<file path="src/rtl/arb_pkg.sv">
// arb_pkg: shared types, default parameters and helpers for bus_arbiter.
//   arb_state_t  : grant FSM states (IDLE -> ISSUE -> WAIT -> IDLE)
//   DEF_*        : default CHANNELS / WIDTH / TIMEOUT
//   next_index() : cyclic successor used for the round-robin pointer
package arb_pkg;

   typedef enum logic [1:0] {
      IDLE  = 2'd0,
      ISSUE = 2'd1,
      WAIT  = 2'd2
   } arb_state_t;

   localparam int unsigned DEF_CHANNELS = 2;
   localparam int unsigned DEF_WIDTH    = 32;
   localparam int unsigned DEF_TIMEOUT  = 256;

   // Successor of idx in the cyclic order 0 .. n-1.
   function automatic int unsigned next_index(input int unsigned idx, input int unsigned n);
      return (idx + 1 >= n) ? 0 : idx + 1;
   endfunction

endpackage

</file>
<file path="src/rtl/multiplexer.sv">
// multiplexer: selects one WIDTH-bit slice of a packed payload bus.
//   data_in  : CHANNELS*WIDTH, channel i at [(CHANNELS-1-i)*WIDTH +: WIDTH]
//   sel      : channel index
//   data_out : selected slice; zero for an out-of-range index
module multiplexer
   import arb_pkg::*;
#(
   parameter int unsigned WIDTH    = DEF_WIDTH,
   parameter int unsigned CHANNELS = DEF_CHANNELS,
   localparam int unsigned SEL_W   = $clog2(CHANNELS)
) (
   input  logic [CHANNELS*WIDTH-1:0] data_in,
   input  logic [SEL_W-1:0]          sel,
   output logic [WIDTH-1:0]          data_out
);

   always_comb begin
      data_out = '0;
      for (int i = 0; i < CHANNELS; i++) begin
         if (sel == SEL_W'(i)) begin
            data_out = data_in[(CHANNELS-1-i)*WIDTH +: WIDTH];
         end
      end
   end

endmodule

</file>
<file path="src/rtl/bus_arbiter.sv">
// bus_arbiter: round-robin arbiter sharing one memory/bus port among CHANNELS requesters.
// The grant is held for a whole transaction (issue handshake, then response).
//   clock, reset      : rising-edge clock, asynchronous active-high reset
//   req               : per-requester request
//   req_payload       : requester i at [(CHANNELS-1-i)*WIDTH +: WIDTH]
//   grant / sel       : one-hot owner (0 when idle) / owner index
//   mem_valid         : request to shared port (ISSUE state)
//   mem_payload       : owner's payload, combinational from sel
//   mem_ready/mem_resp: shared port accept / completion
//   done              : one-cycle completion pulse to the owner
//   error             : watchdog abort pulse
// Optional feature: define ARB_TIMEOUT_EN to enable the TIMEOUT-cycle watchdog;
// without it error is tied low and a transaction may wait forever.
module bus_arbiter
   import arb_pkg::*;
#(
   parameter int unsigned CHANNELS = DEF_CHANNELS,
   parameter int unsigned WIDTH    = DEF_WIDTH,
   parameter int unsigned TIMEOUT  = DEF_TIMEOUT
) (
   input  logic                         clock,
   input  logic                         reset,
   input  logic [CHANNELS-1:0]          req,
   input  logic [CHANNELS*WIDTH-1:0]    req_payload,
   output logic [CHANNELS-1:0]          grant,
   output logic [$clog2(CHANNELS)-1:0]  sel,
   output logic                         mem_valid,
   output logic [WIDTH-1:0]             mem_payload,
   input  logic                         mem_ready,
   input  logic                         mem_resp,
   output logic [CHANNELS-1:0]          done,
   output logic                         error
);

   localparam int unsigned SEL_W = $clog2(CHANNELS);

   arb_state_t          state_q, state_d;
   logic [SEL_W-1:0]    owner_q, owner_d;
   logic [SEL_W-1:0]    rr_ptr_q, rr_ptr_d;
   logic [CHANNELS-1:0] done_q, done_d;
   logic                complete;
   logic                abort;

   // First asserted request at or after ptr, scanning cyclically.
   function automatic logic [SEL_W-1:0] rr_pick(input logic [CHANNELS-1:0] r,
                                                input logic [SEL_W-1:0]    ptr);
      logic [SEL_W-1:0] win;
      logic             found;
      int unsigned      idx;
      win   = ptr;
      found = 1'b0;
      for (int unsigned i = 0; i < CHANNELS; i++) begin
         idx = (32'(ptr) + i) % CHANNELS;
         if (!found && r[idx]) begin
            win   = SEL_W'(idx);
            found = 1'b1;
         end
      end
      return win;
   endfunction

   // A same-cycle ready+resp in ISSUE completes without visiting WAIT.
   assign complete = ((state_q == ISSUE) && mem_ready && mem_resp) ||
                     ((state_q == WAIT) && mem_resp);

`ifdef ARB_TIMEOUT_EN
   localparam int unsigned TMR_W = $clog2(TIMEOUT + 1);

   logic [TMR_W-1:0] timer_q, timer_d;
   logic             error_q;

   // timer_q counts cycles spent in ISSUE/WAIT, starting at 0 on ISSUE entry.
   assign timer_d = (state_q == IDLE) ? '0 : timer_q + 1'b1;
   // Completion wins over a timeout landing in the same cycle.
   assign abort   = (state_q != IDLE) && !complete && (timer_q == TMR_W'(TIMEOUT - 1));
   assign error   = error_q;

   always_ff @(posedge clock or posedge reset) begin
      if (reset) begin
         timer_q <= '0;
         error_q <= 1'b0;
      end else begin
         timer_q <= timer_d;
         error_q <= abort;
      end
   end
`else
   assign abort = 1'b0;
   assign error = 1'b0;
`endif

   // State register.
   always_ff @(posedge clock or posedge reset) begin
      if (reset) begin
         state_q  <= IDLE;
         owner_q  <= '0;
         rr_ptr_q <= '0;
         done_q   <= '0;
      end else begin
         state_q  <= state_d;
         owner_q  <= owner_d;
         rr_ptr_q <= rr_ptr_d;
         done_q   <= done_d;
      end
   end

   // Next-state logic.
   always_comb begin
      state_d  = state_q;
      owner_d  = owner_q;
      rr_ptr_d = rr_ptr_q;
      done_d   = '0;
      unique case (state_q)
         IDLE: begin
            if (|req) begin
               owner_d = rr_pick(req, rr_ptr_q);
               state_d = ISSUE;
            end
         end
         ISSUE: begin
            if (complete || abort) state_d = IDLE;
            else if (mem_ready)    state_d = WAIT;
         end
         WAIT: begin
            if (complete || abort) state_d = IDLE;
         end
         default: state_d = IDLE;
      endcase
      if (complete || abort) begin
         rr_ptr_d = SEL_W'(next_index(32'(owner_q), CHANNELS));
      end
      if (complete) begin
         done_d[owner_q] = 1'b1;
      end
   end

   // Outputs.
   always_comb begin
      grant     = '0;
      mem_valid = 1'b0;
      if (state_q != IDLE) grant[owner_q] = 1'b1;
      if (state_q == ISSUE) mem_valid = 1'b1;
   end

   assign sel  = owner_q;
   assign done = done_q;

   multiplexer #(
      .WIDTH    (WIDTH),
      .CHANNELS (CHANNELS)
   ) u_payload_mux (
      .data_in  (req_payload),
      .sel      (owner_q),
      .data_out (mem_payload)
   );

endmodule
</file>
<file path="config.mk">
export PLATFORM = sky130hd
export DESIGN_NAME = bus_arbiter
export DESIGN_NICKNAME = d
export VERILOG_FILES = /design/src/rtl/arb_pkg.sv /design/src/rtl/multiplexer.sv /design/src/rtl/bus_arbiter.sv
export SDC_FILE = /design/constraint.sdc
export NUM_CORES = 1
export LEC_CHECK = 0
export ABC_CLOCK_PERIOD_IN_PS = 1700
export CORE_MARGIN = 5
export CORE_UTILIZATION = 24
export CTS_BUF_LIST = sky130_fd_sc_hd__clkbuf_4
export DETAILED_ROUTE_END_ITERATION = 12
export PLACE_DENSITY = 0.91
export SLEW_MARGIN = 40
export SYNTH_ARGS = -nofsm -noshare
export SYNTH_HDL_FRONTEND = slang
export SYNTH_SLANG_ARGS = --single-unit
</file>
<file path="constraint.sdc">
create_clock -name clock -period 1.7 [get_ports clock]
set_clock_uncertainty 0.15 [all_clocks]
set_input_delay 0.255 -clock clock [delete_from_list [all_inputs] [get_ports clock]]
set_output_delay 0.255 -clock clock [all_outputs]
set_load 0.01 [all_outputs]
</file>
==> results.py, run 1 <==
metrics = {
    "pwr": {
        "power.switching_mw": 0.9051,
        "p_seq_frac": 0.084,
        "swShare": 0.3308,
        "p_per_area_nw_per_um2": 1262,
        "peakVddDrop_mv": 0.6963,
        "combPwrFrac": 0.856,
        "leakagePower_nw": 1.002,
        "p_total_mw": 2.736,
        "internal_power_mw": 1.831,
        "clockPowerShare": 0.060,
    },
    "sta": {
        "timing.final.max_slew_violations": 0,
        "setup_tns_ns": -2.551,
        "rsz0062_at_grt": "true",
        "whs_ns": 0.07003,
        "post-route-min-period_ns": 1.847,
        "min_period_over_period": 1.087,
        "setup_viol": 24,
        "layout_setup_ws_ns": -0.1472,
        "final_hold_viol_count": 0,
        "max_freq_mhz": 541.4,
    },
    "job": {
        "drv_cap": 0,
    },
    "worst_setup_path": {
        "crit_type": "register to primary output",
        "cp.arrival_ns": 1.44,
        "cp.required_ns": 1.29,
        "startpoint": "sel",
        "r2r-start": "sel",
        "endpoint_kind": "primary output",
        "cp_max_fo": 5,
        "startpoint_type": "register",
    },
    "clocking": {
        "clkSinkCount": 6,
        "root_buffer": "clkbuf_4",
        "numCtsBuffers": 3,
        "htree_levels": 1,
        "cts.path.max_buffers": 2,
        "clk_pin_slew_ns": 0.05,
        "cts_tree": "yes",
        "worstSkewPairLatency_ns": 0.25,
    },
    "die": {
        "die_h_um": 66.21,
        "core_area_um2": 3053,
        "ios": 109,
        "die_w_um": 66.21,
        "fp.dieArea_um2": 4383,
        "initial_core_util": 0.2484,
        "num_rows": 20,
    },
    "detailed_routing": {
        "wire_per_inst_um": 17.31,
        "dr.pass1.iters": 4,
        "drt-total-wl_um": 4034,
        "drt.antenna.violating_nets": 0,
        "drc": 0,
        "vias": 1044,
        "initialDrtViolationCount": 29,
        "viasPerCell": 4.481,
    },
    "place": {
        "place_inst": 219,
        "dp_hpwl_um": 3045,
        "placed_area_um2": 1899,
        "dp_slack_ns": -0.1441,
        "routabilityCongestion": 0.8656,
        "port-buffer-count": 107,
    },
    "final_layout": {
        "syn2layout_area_growth_pct": 186.0,
        "final_util": 0.7102,
        "fin_cells": 233,
        "final_cell_mix": "71 x clkdlybuf4s50_1, 38 x buf_6, 26 x mux2_4",
        "fin_area_um2": 2168,
        "final_common_cell": "clkdlybuf4s50_1",
        "nets": 260,
        "antennaDiodeCount": 0,
        "layout-drive-gt1-share": 0.4815,
    },
    "grt": {
        "antenna_found_initial": 0,
        "first_global_vias": 1166,
        "overflow": 0,
        "grt_pass1_wl_um": 5444,
        "grt_max_degree": 12,
        "gr-usage-all-layers": 0.1615,
    },
    "synthesis": {
        "ys_ff_latch": 6,
        "synth_fp_nets": 137,
        "seq_area_frac_synth": 0.1980,
        "yosysTopAreaCellShare": 0.3168,
        "synth_area_um2": 758.2,
        "synth.area.top_cells": "mux2_4 32%, mux2_2 24%, dfrtp_1 20%, buf_6 4.5%, mux2i_1 2.6%",
        "avgSynthCellArea_um2": 11.32,
        "yosys.area.top_type": "mux2_4",
        "ys_warn_count": 0,
        "synth.distinct_cells": 23,
        "syn_inst": 67,
    },
    "hold_path": {
        "min_path_type": "input port to asynchronous set/reset pin",
    },
    "outcome": {
        "violations": "negative setup slack",
        "outcome": "complete, but fails checks",
    },
}
final timing paths:
path	endpoint	slack (ns)	cells past startpoint
max	mem_payload[3]	-0.15	4
min	done[0]	0.07	2
max reg2reg	rr_ptr_q	0.23	6
min reg2reg	sel	0.44	2
max in group asynchronous	sel	1.13	2
min in group clock	sel	0.44	2
layout make-up:
cell class | instances | area, um2
repair buffers | 124 | 1335
clock buffers | 4 | 30.03
flip-flops and latches | 6 | 151.4
well taps | 44 | 55.05
multi-input cells | 54 | 593.1
inverters | 1 | 3.754
fillers | 230 | 884.6
kinds of logic after synthesis:
family / synth area share
mux: 0.5809
simple gates: 0.09572
buf+inv: 0.07259
flops: 0.1980
compound gates: 0.04786
other cells: 0.004946
per-layer routing:
layer,global-route usage,vias to the layer above,share of wire
li1,-,482,-
met1,0.1478,481,0.36
met2,0.3358,75,0.52
met3,0.05272,6,0.12
met4,0.03046,0,0.0077
met5,0,-,0
cells in the mapped netlist:
library cell   n
mux2_2        16
mux2_4        16
dfrtp_1        6
nor2_1         5
buf_6          3
a21oi_1        2
mux2i_1        2
nand2_1        2
a211oi_1       1
a211oi_2       1
a31oi_1        1
and2b_1        1
buf_2          1
buf_4          1
clkbuf_2       1
conb_1         1
inv_1          1
nand3_1        1
nor2b_1        1
nor2b_2        1
nor3_1         1
nor3b_1        1
or2_1          1
critical path, cell delays in order, from the launching register on:
cell and delay, ns:
dfrtp_2 0.41, buf_12 0.15, clkbuf_16 0.15, mux2_2 0.35, buf_6 0.13
flip-flops by register name (all words and copies together) (netlist names):
| register | flops |
|---|---|
| rr_ptr_q | 1 |
| state_q | 2 |
| done | 2 |
| sel | 1 |
power by group through the flow:
stage	sequential, mW	clock [mW]	combinational (mW)
after floorplan	0.219	0	0.916
after global placement	0.223	0	1.74
after detailed placement	0.224	0	1.77
after CTS	0.228	0.170	2.10
after global routing	0.235	0.181	2.46
final	0.229	0.164	2.34
what timing repair did:
| item | in CTS | in global routing |
|---|---|---|
| cloned | 2 | 1 |
| gates resized for setup | 164 | 28 |
| hold buffers | 0 | 0 |
| endpoints found under the setup margin | 36 | 33 |
| buffers inserted | 6 | 1 |
Note: power is estimated with default switching activity, not from simulation.
==> inputs of run 2 (changes only) <==
--- a/config.mk
+++ b/config.mk
@@ -11,6 +11,7 @@
 export CTS_BUF_LIST = sky130_fd_sc_hd__clkbuf_4
 export DETAILED_ROUTE_END_ITERATION = 12
 export PLACE_DENSITY = 0.91
+export RECOVER_POWER = 100
 export SLEW_MARGIN = 40
 export SYNTH_ARGS = -nofsm -noshare
 export SYNTH_HDL_FRONTEND = slang
==> constraint.sdc (replaced) <==
create_clock -name clock -period 1.7 [get_ports clock]
set_clock_uncertainty 0.15 [all_clocks]
set_input_delay 0.255 -clock clock [delete_from_list [all_inputs] [get_ports clock]]
set_output_delay 0.255 -clock clock [all_outputs]
set_load 0.05 [all_outputs]
==> run 2 against run 1 <==
The run still ends with negative setup slack left. Worst hold slack improved by 0.13 ns. Sequential power about the same. Global-route usage is 0.070 points higher. Via count decreased by 6.2%. Routed wire length shrank 8.2%. Maximum frequency rose by 3.0%. First-iteration DRC count decreased by 21%. Combinational power up 34%. Critical path type unchanged. Critical endpoint is now mem_payload[20]. Largest cell class unchanged. Largest power group unchanged.
==> results.py, run 2 (synthesis gave the netlist of run 1 again) <==
metrics = {
    "worst_setup_path": {
        "cp.required_ns": 1.29,
        "reg2reg_slack_ns": 0.28,
        "startpoint": "sel",
        "r2r_end": "rr_ptr_q",
        "cp.arrival_ns": 1.39,
        "crit_family": "flip-flops",
        "max_stage_delay_ns": 0.42,
        "crit_path_end": "mem_payload[20]",
        "startpoint_type": "register",
        "cp_max_fo": 20,
        "crit_chain": "buf_12 -> mux2_2 -> buf_6",
        "r2r_cells": 5,
        "critical_path.slowest_cell": "dfrtp_2",
        "cp.depth": 3,
        "endpoint_kind": "primary output",
        "cp_num_buf_inv": 2,
        "r2r-start": "sel",
        "crit_type": "register to primary output",
    },
    "detailed_routing": {
        "initialDrtViolationCount": 23,
        "dr.pass1.iters": 3,
        "vias": 979,
        "drt.antenna.violating_nets": 0,
        "wl_met3_um": 482,
        "drt-total-wl_um": 3705,
        "viasPerCell": 4.430,
        "wire_per_inst_um": 16.76,
        "top_layer_used": "met4",
        "drc": 0,
        "met1_length_um": 1275,
        "dr_wl_met2_um": 1917,
    },
    "clocking": {
        "cts.path.max_buffers": 2,
        "worstSkewPairLatency_ns": 0.25,
        "root_buffer": "clkbuf_4",
        "cts_hold_buffers": 0,
        "clk_pin_slew_ns": 0.05,
        "cts_tree": "yes",
        "htree_levels": 1,
        "numCtsBuffers": 3,
        "clkSinkCount": 6,
    },
    "die": {
        "ios": 109,
        "fp.dieArea_um2": 4383,
        "initial_core_util": 0.2484,
        "die_h_um": 66.21,
        "num_rows": 20,
        "core_area_um2": 3053,
        "die_w_um": 66.21,
    },
    "sta": {
        "timing.final.max_slew_violations": 0,
        "max-slew-margin-rel": 0.6006,
        "setup_tns_ns": -2.033,
        "min_period_over_period": 1.055,
        "max_freq_mhz": 557.5,
        "setup_viol": 33,
        "layout_setup_ws_ns": -0.09376,
        "final_hold_viol_count": 0,
        "rsz0062_at_grt": "true",
        "post-route-min-period_ns": 1.794,
        "worstMarginPinSlew_ns": 0.6017,
    },
    "pwr": {
        "peakVddDrop_mv": 0.9420,
        "leakagePower_nw": 0.9476,
        "p_total_mw": 3.519,
        "p_per_area_nw_per_um2": 1646,
    },
    "job": {
        "drv_cap": 0,
    },
    "place": {
        "routabilityCongestion": 0.8699,
        "port-buffer-count": 107,
        "placed_area_um2": 2014,
        "dp_slack_ns": 0.1127,
        "dp_hpwl_um": 3013,
    },
    "final_layout": {
        "final_common_cell": "clkdlybuf4s50_1",
        "layout-drive-gt1-share": 0.4520,
        "final_cell_mix": "68 x clkdlybuf4s50_1, 20 x mux2_4, 20 x buf_12",
        "nets": 248,
        "final_util": 0.7004,
        "num-fill-cells": 226,
        "fin_area_um2": 2138,
        "syn2layout_area_growth_pct": 182.0,
        "antennaDiodeCount": 0,
    },
    "outcome": {
        "violations": "negative setup slack",
        "outcome": "complete, but fails checks",
    },
    "grt": {
        "antenna_found_initial": 0,
        "grt_max_degree": 21,
        "gr-usage-all-layers": 0.1622,
        "grt_pass1_wl_um": 5333,
        "first_global_vias": 1059,
        "overflow": 0,
    },
    "hold_path": {
        "min_path_type": "input port to asynchronous set/reset pin",
    },
}
## run 2: changes by cell type in the layout (fill, tap and decap cells not counted), moves of 2 or more
cell / previous run / this run
clkbuf_1: 0 / 3
mux2_2: 6 / 12
clkdlybuf4s50_1: 71 / 68
buf_4: 7 / 1
mux2_4: 26 / 20
buf_12: 2 / 20
buf_6: 38 / 16
clkbuf_2: 0 / 2
## run 2: area by class of cell
class,count,area [um2],area share
Sequential cell,6,151.4,0.07080
Multi-Input combinational cell,54,570.5,0.2668
Inverter,1,3.754,0.001755
Clock buffer,4,30.03,0.01404
Tap cell,44,55.05,0.02575
Timing Repair Buffer,112,1328,0.6208
## run 2: report_power, final
part	switching [mW]	total, mW	internal [mW]
clock network	0.0560	0.161	0.105
logic	1.63	3.13	1.50
registers	0.0457	0.231	0.185
total	1.73	3.52	1.79
## run 2: per-stage QoR
step,hold WS (ns),instances
floorplan,-0.1041,67
detailed placement,0.3313,215
finish,0.2022,221
global placement,0.3294,215
CTS,0.06690,221
global route,0.2297,221
## run 2: worst min path at each step
stage	start	endpoint	slack [ns]	cells after the start
floorplan	reset	done[0]	-0.10	1
global route	reset	state_q[0]	0.23	2
finish	reset	state_q[0]	0.20	2
global placement	reset	done[1]	0.33	2
CTS	reset	state_q[0]	0.07	2
detailed placement	reset	state_q[0]	0.33	2
## run 2: layer usage
metal  GRT usage  vias up
met5           0        -
met2      0.3061       77
li1            -      458
met3     0.06122        4
met1      0.1630      440
met4     0.04569        0
## run 2: worst register-to-register path: cells and delay by family, from the launching register on
kind	cells	cell delay, ns
flip-flops	1	0.42
AND/OR/NAND/NOR	1	0.08
buffers and inverters	2	0.38
multiplexers	1	0.17
AO/OA/AOI/OAI	1	0.08
## run 2: what timing repair did
| action | CTS | global route |
|---|---|---|
| gates cloned | 1 | 0 |
| resized for setup | 17 | 4 |
| setup endpoints to repair | 32 | 32 |
| pin swaps | 0 | 0 |
| buffers inserted | 1 | 0 |
==> inputs of run 3 (changes only) <==
--- a/config.mk
+++ b/config.mk
@@ -5,12 +5,12 @@
 export SDC_FILE = /design/constraint.sdc
 export NUM_CORES = 1
 export LEC_CHECK = 0
-export ABC_CLOCK_PERIOD_IN_PS = 1700
+export ABC_CLOCK_PERIOD_IN_PS = 1500
 export CORE_MARGIN = 5
-export CORE_UTILIZATION = 24
+export CORE_UTILIZATION = 22
 export CTS_BUF_LIST = sky130_fd_sc_hd__clkbuf_4
 export DETAILED_ROUTE_END_ITERATION = 12
-export PLACE_DENSITY = 0.91
+export PLACE_DENSITY = 0.89
 export RECOVER_POWER = 100
 export SLEW_MARGIN = 40
 export SYNTH_ARGS = -nofsm -noshare
==> constraint.sdc (replaced) <==
create_clock -name clock -period 1.5 [get_ports clock]
set_clock_uncertainty 0.15 [all_clocks]
set_input_delay 0.225 -clock clock [delete_from_list [all_inputs] [get_ports clock]]
set_output_delay 0.225 -clock clock [all_outputs]
set_load 0.05 [all_outputs]
==> run 3 against run 2 <==
The run still ends with negative setup slack left. Register-to-register slack got worse by 0.16 ns. Combinational power rose by 13%. Critical path depth did not move. Sequential share of layout area barely moved. First-iteration DRC count fell by 35%. Setup slack got worse by 0.15 ns. Clock power rose by 13%. Cell area rose by 0.53%. Routed wire length fell by 1.1%. Non-clock buffer count rose by 2. Count of clock-buffer cells in the layout did not move. Critical path type unchanged. Largest cell class unchanged. Highest routed layer is now met3.
==> results.py, run 3 (synthesis gave the netlist of run 1 again) <==
metrics = {
    "outcome": {
        "outcome": "complete, but fails checks",
        "violations": "negative setup slack",
    },
    "place": {
        "port-buffer-count": 107,
        "place_inst": 221,
        "routabilityCongestion": 0.7601,
        "placed_area_um2": 2076,
        "dp_hpwl_um": 3100,
    },
    "clocking": {
        "worstSkewPairLatency_ns": 0.25,
        "clkSinkCount": 6,
        "cts_tree": "yes",
        "cts_hold_buffers": 0,
        "cts.path.max_buffers": 2,
        "htree_levels": 1,
        "post-cts-setup-buffers": 0,
        "numCtsBuffers": 3,
        "root_buffer": "clkbuf_4",
        "clk_pin_slew_ns": 0.05,
    },
    "sta": {
        "whs_ns": 0.1828,
        "timing.final.max_slew_violations": 0,
        "final_hold_viol_count": 0,
        "min_period_over_period": 1.160,
        "layout_setup_ws_ns": -0.2395,
        "rsz0062_at_grt": "true",
        "max_freq_mhz": 574.9,
        "post-route-min-period_ns": 1.739,
        "setup_viol": 36,
    },
    "worst_setup_path": {
        "cp_max_fo": 26,
        "crit_chain": "buf_12 -> mux2_2 -> buf_6",
        "endpoint_kind": "primary output",
        "cp.required_ns": 1.12,
        "crit_family": "flip-flops",
        "critical_path.slowest_cell": "dfrtp_2",
        "crit_type": "register to primary output",
        "cp.arrival_ns": 1.36,
        "max_stage_delay_ns": 0.38,
        "cp_num_buf_inv": 2,
        "startpoint_type": "register",
    },
    "die": {
        "initial_core_util": 0.2272,
        "num_rows": 21,
        "ios": 109,
        "core_area_um2": 3337,
        "die_h_um": 68.71,
        "fp.dieArea_um2": 4720,
        "die_w_um": 68.71,
    },
    "pwr": {
        "p_total_mw": 3.966,
        "peakVddDrop_mv": 1.041,
        "leakagePower_nw": 0.9598,
        "p_per_area_nw_per_um2": 1845,
    },
    "grt": {
        "overflow": 0,
        "grt_max_degree": 27,
        "antenna_found_initial": 0,
        "gr-usage-all-layers": 0.1356,
        "first_global_vias": 962,
        "grt_pass1_wl_um": 4761,
    },
    "job": {
        "drv_cap": 0,
    },
    "final_layout": {
        "final_cell_mix": "68 x clkdlybuf4s50_1, 20 x buf_12, 19 x mux2_4",
        "antennaDiodeCount": 0,
        "nets": 250,
        "syn2layout_area_growth_pct": 183.5,
        "final_common_cell": "clkdlybuf4s50_1",
        "fin_area_um2": 2150,
        "layout-drive-gt1-share": 0.4804,
        "fin_cells": 225,
    },
    "detailed_routing": {
        "drc": 0,
        "initialDrtViolationCount": 15,
        "dr.pass1.iters": 2,
        "wire_per_inst_um": 16.28,
        "drt.antenna.violating_nets": 0,
        "viasPerCell": 4.267,
        "drt-total-wl_um": 3663,
        "vias": 960,
    },
    "hold_path": {
        "min_path_type": "input port to asynchronous set/reset pin",
    },
}
## run 3: final cells by class
cell class	count	area [um2]
inverters	1	3.754
fillers	264	1187
clock buffers	4	30.03
flip-flops and latches	6	151.4
repair buffers	114	1331
multi-input cells	54	575.6
well taps	46	57.56
## run 3: worst paths after layout
path / start / end / cells past startpoint / slack, ns
setup / recovery: sel / mem_payload[18] / 3 / -0.24
min in group clock: req[0] / sel / 2 / 0.41
setup reg to reg: sel / rr_ptr_q / 5 / 0.12
max in group asynchronous: reset / sel / 2 / 0.82
hold / removal: reset / state_q[1] / 2 / 0.18
hold reg to reg: rr_ptr_q / sel / 2 / 0.42
## run 3: layer usage
metal	track usage	wire length (um)
met2	0.2574	1882
met1	0.1326	1185
met4	0.03650	0
met3	0.05835	595
met5	0	0
## run 3: power breakdown
group | leakage [nW] | internal, mW | total (mW) | switching [mW]
combinational | 0.867 | 1.69 | 3.54 | 1.85
clock | 0.0184 | 0.119 | 0.182 | 0.0630
sequential | 0.0748 | 0.210 | 0.243 | 0.0338
## run 3: worst reg2reg max path, cell delays in order, from the launching register on
cell and delay (ns):
dfrtp_2 0.38, buf_4 0.19, clkbuf_2 0.18, nand2_1 0.08, mux2i_1 0.17, a211oi_2 0.09
## run 3: timing repair
item | 4_1_cts | 5_1_grt
gates cloned | 0 | 0
setup endpoints to repair | 36 | 35
resized for setup | 19 | 2
pin swaps | 0 | 0
## run 3: stage by stage
step / setup slack (ns) / util / setup TNS [ns]
2_1_floorplan: -0.1383 / - / -3.538
3_3_place_gp: 0.006918 / 0.6220 / 0
3_5_place_dp: -0.004492 / 0.6220 / -0.004492
4_1_cts: -0.2609 / 0.6528 / -7.710
5_1_grt: -0.2802 / 0.6442 / -8.686
6_report: -0.2395 / 0.6442 / -7.250
